===== src/rtl/spi_display_gen.sv =====
// -----------------------------------------------------------------------------
// spi_display_gen
//
// Parametrised bit-bang SPI transmitter for display controllers. Words of the
// form {dc, data} are pulled from a FIFO/ROM-style source with a get/empty
// handshake and serialised onto SPI. Every half-bit is paced by an external
// step strobe; the FSM only moves on clock edges where step=1.
//
// Parameters:
//   W          data bits per word (1..32)
//   CPOL       idle level of spi_clock
//   CPHA       0 = sample on leading edge, 1 = sample on trailing edge
//   LSB_FIRST  0 = MSB shifted first, 1 = LSB shifted first
//   CS_GAP     step ticks spent in GAP (spi_cs_n high) before IDLE (1..255)
//
// Optional feature macro: SPI_DISPLAY_CS_SPLIT_EN
//   Defined   - a word whose dc differs from the current spi_dc is never
//               chained; the frame closes (HOLD -> GAP) and the word starts
//               from IDLE, so spi_cs_n toggles on every dc change.
//   Undefined - chaining ignores dc; spi_dc updates at the word boundary
//               while spi_cs_n stays low.
//
// Ports:
//   clock      system clock, rising edge
//   reset      asynchronous, active-high
//   step       half-bit timing strobe
//   dc, data   presented word (valid when empty=0)
//   empty      source has no word
//   get        combinational consume pulse (source advances after this edge)
//   spi_cs_n   chip select, active low (registered)
//   spi_clock  SPI clock (registered)
//   spi_dc     data/command line, held for the whole word (registered)
//   spi_mosi   serial data out (registered)
//   busy       high whenever the FSM is not in IDLE (registered)
// -----------------------------------------------------------------------------
module spi_display_gen #(
    parameter int W         = 8,
    parameter int CPOL      = 0,
    parameter int CPHA      = 0,
    parameter int LSB_FIRST = 0,
    parameter int CS_GAP    = 2
) (
    input  logic         clock,
    input  logic         reset,
    input  logic         step,
    input  logic         dc,
    input  logic [W-1:0] data,
    input  logic         empty,
    output logic         get,
    output logic         spi_cs_n,
    output logic         spi_clock,
    output logic         spi_dc,
    output logic         spi_mosi,
    output logic         busy
);

    localparam int   CW       = (W > 1) ? $clog2(W) : 1;
    localparam logic CLK_IDLE = CPOL[0];
    // Clock level during phase A; phase B is its complement.
    localparam logic CLK_A    = CPOL[0] ^ CPHA[0];

    typedef enum logic [1:0] {IDLE, SHIFT, HOLD, GAP} state_t;

    state_t        state;
    logic          phase_b;
    logic [W-1:0]  sreg;
    logic [CW-1:0] bit_cnt;
    logic [7:0]    gap_cnt;

    logic          last_bit;
    logic          chain_ok;
    logic          take;
    logic [W-1:0]  shifted;
    logic          first_bit;
    logic          next_bit;

    always_comb begin
        // NOTE: every variable gets a value on every path before any branch,
        // otherwise synthesis infers a latch to hold the old value.
        last_bit  = (bit_cnt == '0);
        shifted   = (LSB_FIRST != 0) ? (sreg >> 1) : (sreg << 1);
        first_bit = (LSB_FIRST != 0) ? data[0] : data[W-1];
        next_bit  = (LSB_FIRST != 0) ? shifted[0] : shifted[W-1];
`ifdef SPI_DISPLAY_CS_SPLIT_EN
        chain_ok  = (dc == spi_dc);
`else
        chain_ok  = 1'b1;
`endif
        // Consume only on a step tick, with a word present, outside reset,
        // either from IDLE or on phase B of the last bit of the current word.
        take = step && !empty && !reset &&
               ((state == IDLE) ||
                ((state == SHIFT) && phase_b && last_bit && chain_ok));
    end

    assign get = take;

    // NOTE: all state below uses non-blocking assignments so every register
    // samples pre-edge values, independent of statement order.
    always_ff @(posedge clock or posedge reset) begin
        if (reset) begin
            state     <= IDLE;
            phase_b   <= 1'b0;
            sreg      <= '0;
            bit_cnt   <= '0;
            gap_cnt   <= '0;
            spi_cs_n  <= 1'b1;
            spi_clock <= CLK_IDLE;
            spi_dc    <= 1'b0;
            spi_mosi  <= 1'b0;
            busy      <= 1'b0;
        end else if (step) begin
            case (state)
                IDLE: begin
                    if (take) begin
                        sreg      <= data;
                        spi_mosi  <= first_bit;
                        spi_dc    <= dc;
                        spi_cs_n  <= 1'b0;
                        spi_clock <= CLK_A;
                        phase_b   <= 1'b0;
                        bit_cnt   <= CW'(W - 1);
                        busy      <= 1'b1;
                        state     <= SHIFT;
                    end
                end
                SHIFT: begin
                    if (!phase_b) begin
                        phase_b   <= 1'b1;
                        spi_clock <= ~CLK_A;
                    end else if (!last_bit) begin
                        // mosi only moves on entry to phase A
                        sreg      <= shifted;
                        spi_mosi  <= next_bit;
                        bit_cnt   <= bit_cnt - 1'b1;
                        phase_b   <= 1'b0;
                        spi_clock <= CLK_A;
                    end else if (take) begin
                        // chain next word without releasing chip select
                        sreg      <= data;
                        spi_mosi  <= first_bit;
                        spi_dc    <= dc;
                        bit_cnt   <= CW'(W - 1);
                        phase_b   <= 1'b0;
                        spi_clock <= CLK_A;
                    end else begin
                        spi_clock <= CLK_IDLE;
                        state     <= HOLD;
                    end
                end
                HOLD: begin
                    spi_cs_n <= 1'b1;
                    gap_cnt  <= 8'(CS_GAP);
                    state    <= GAP;
                end
                GAP: begin
                    gap_cnt <= gap_cnt - 8'd1;
                    if (gap_cnt == 8'd1) begin
                        busy  <= 1'b0;
                        state <= IDLE;
                    end
                end
                default: state <= IDLE;
            endcase
        end
    end

endmodule


===== config.mk =====
export PLATFORM = sky130hd
export DESIGN_NAME = spi_display_gen
export DESIGN_NICKNAME = d
export VERILOG_FILES = /design/src/rtl/spi_display_gen.sv
export SDC_FILE = /design/constraint.sdc
export NUM_CORES = 1
export LEC_CHECK = 0
export BUFFER_PORTS_ARGS = -buffer_cell sky130_fd_sc_hd__buf_2
export CAP_MARGIN = 30
export CORE_ASPECT_RATIO = 1.5
export CORE_UTILIZATION = 55
export CTS_BUF_LIST = sky130_fd_sc_hd__clkbuf_4
export DETAILED_ROUTE_END_ITERATION = 10
export PLACE_DENSITY = 0.84
export SETUP_SLACK_MARGIN = 0.05
export SLEW_MARGIN = 20
export SYNTH_ARGS = -nofsm -noshare
export SYNTH_HDL_FRONTEND = slang
export SYNTH_SLANG_ARGS = --single-unit

===== constraint.sdc =====
create_clock -name clock -period 2.07 [get_ports clock]
set_input_delay 0.414 -clock clock [delete_from_list [all_inputs] [get_ports clock]]
set_output_delay 0.414 -clock clock [all_outputs]
set_load 0.02 [all_outputs]

==> out/metrics.csv <==
metric,value,unit
# IOs,19,
peak supply drop,0.782,mV
net count reported at finish,195,
post-synthesis sequential area ratio,45.0,%
period utilization,94.3,%
"Hold Vio Cnt, Final",0,
core area,2480,um^2
TNS Setup,0,ns
TritonCTS buffer count,3,
placed cell count,189,
Setup crit start kind,register,
Critical Path RT,1.66,ns
initial core utilization,58.5,%
Vias,1196,
Avg Vias per Cell,6.07,
CP arrival,1.54,ns
dpl ws,0.178,ns
WL per Instance,15.2,um
Mean Syn Cell Area,9.67,um^2
worst skew pair latency,0.32,ns
Hold WC Path Type,input pin to asynchronous set/reset pin,
"commonest non-fill, non-tap cell in the layout",dfrtp_1,
number of DRC violations after detailed-routing iteration 0,42,
Critical Path Fanout Max,4,
CTS tree,yes,
status,"complete, no violations",
Finished Cell Area,1650,um^2
H-tree depth,1,
Synth Cell Area,1450,um^2
Hold WS,0.175,ns
syn nets,171,
total track usage,23.5,%
Ys Warns,0,
Pwr Total,2.27,mW
fmax,512,MHz
"Core Util, Final",66.4,%
critical path type,register to output pin,
first-pass GRT wire length,5040,um
P per Cell Area,1380,nW/um^2
antenna-violating nets left,0,
minimum clock period,1.95,ns
Post-synth ARST share,100,%
die area,2850,um^2
row count,22,
Critical Path End Type,output pin,
RSZ-0062 raised after global routing,no,
Clock Sinks,26,
setup violators final,0,
Max-Cap Viols,0,
slew margin rel.,59.3,%
fraction of layout instances using a drive strength above 1,23.1,%
IO buf count,18,
leak pwr,0.822,nW
Post-synth EDFFs,0,
Post-Syn Instances,150,
"Reg clk slew, reported paths",0.14,ns
"flops & latches, synth",26,
largest net degree at the start of global routing,17,
Congestion Overflow GR,0,
Max Root-Sink Buffers,2,
placed wire-length estimate,2230,um
PnR worst setup slack,0.117,ns
Worst-Margin Slew,0.610,ns
R2R depth,4,
post-route clock skew,0.00780,ns
DRC Markers,0,
fillers,198,
Post-Layout Cell Count,197,
initial antenna violation count,0,
Placed Area,1560,um^2
ANT cells,0,
pins over their slew limit,0,
area grow syn2layout,13.5,%
Yosys cell types,46,
drt pass-1 iters,4,
root buffer cell,clkbuf_4,
GP Congestion,0.788,
vias in the first global route,1226,
Die X,43.9,um
Die H,64.9,um
final wirelength,3000,um
most frequent cells in the layout,"dfrtp_1, inv_1, buf_2, a21oi_1",
ys flop type,dfrtp_1,
[registers in the layout, summed over array words and instances, names as in the netlist]
signal / count
spi_dc: 1
spi_cs_n: 1
sreg: 7
phase_b: 1
spi_clock: 1
gap_cnt: 8
bit_cnt: 3
state: 2
busy: 1
spi_mosi: 1
[area by class of cell]
class	instances	area, um^2	area share (%)
timing repair buffer	25	143	8.67
tap	24	30.0	1.83
multi-input combinational	97	716	43.5
sequential	26	652	39.6
clock buffer	3	22.5	1.37
clock inverter	1	3.75	0.228
inverter	21	78.8	4.79
[worst max-delay path, cell delays in order, from the launching register on]
cell     delay, ns
dfrtp_1       0.40
inv_1         0.12
ha_4          0.16
and4b_1       0.23
o21ai_1       0.08
inv_1         0.07
buf_2         0.15
[cell usage after synthesis, types with 3 or more instances]
library cell,instances,area [um^2]
o21ai_0,9,45.0
inv_1,21,78.8
a21oi_1,12,60.1
xnor2_1,3,26.3
clkbuf_1,4,15.0
nand2b_1,3,18.8
nor2_1,9,33.8
dfrtp_1,25,626
nand2_1,9,33.8
ha_1,8,100
o22ai_1,7,43.8
[repair_timing]
action / CTS / global route
endpoints found under the hold margin: 0 / 0
hold buffers: 0 / 0
cloned: 0 / 0
setup endpoints to repair: 1 / 1
buffers inserted: 2 / 2
resized for setup: 3 / 3
[power breakdown]
part / internal [mW] / switching, mW / leakage (nW)
combinational: 0.525 / 0.619 / 0.498
sequential: 0.731 / 0.183 / 0.308
clock: 0.0707 / 0.144 / 0.0154
total: 1.33 / 0.947 / 0.822
[layer usage]
layer	wire length (um)	global-route usage (%)
met1	1200	25.6
met2	1650	43.5
met3	72	2.23
met4	75	11.4
met5	0	0
[worst paths after layout]
path,start,end,slack (ns)
max,bit_cnt[0]$_DFFE_PP0P_,get,0.12
min,reset,bit_cnt[2]$_DFFE_PP0P_,0.17
max reg2reg,gap_cnt[2]$_DFFE_PP0P_,state[1]$_DFFE_PP0P_,0.16
min reg2reg,spi_dc$_DFFE_PP0P_,spi_dc$_DFFE_PP0P_,0.53
max in group asynchronous,reset,gap_cnt[4]$_DFFE_PP0P_,1.31
min in group clock,data[0],sreg[0]$_DFFE_PP0P_,0.31
[cells by family after synthesis]
logic type / after synthesis / share of synthesized area, %
buf+inv: 27 / 7.59
mux: 4 / 3.19
fa+ha+maj: 8 / 6.90
flops: 26 / 45.0
compound gates: 45 / 19.8
xor+xnor: 3 / 1.81
simple gates: 37 / 15.7
Note: power is estimated with default switching activity, not from simulation.
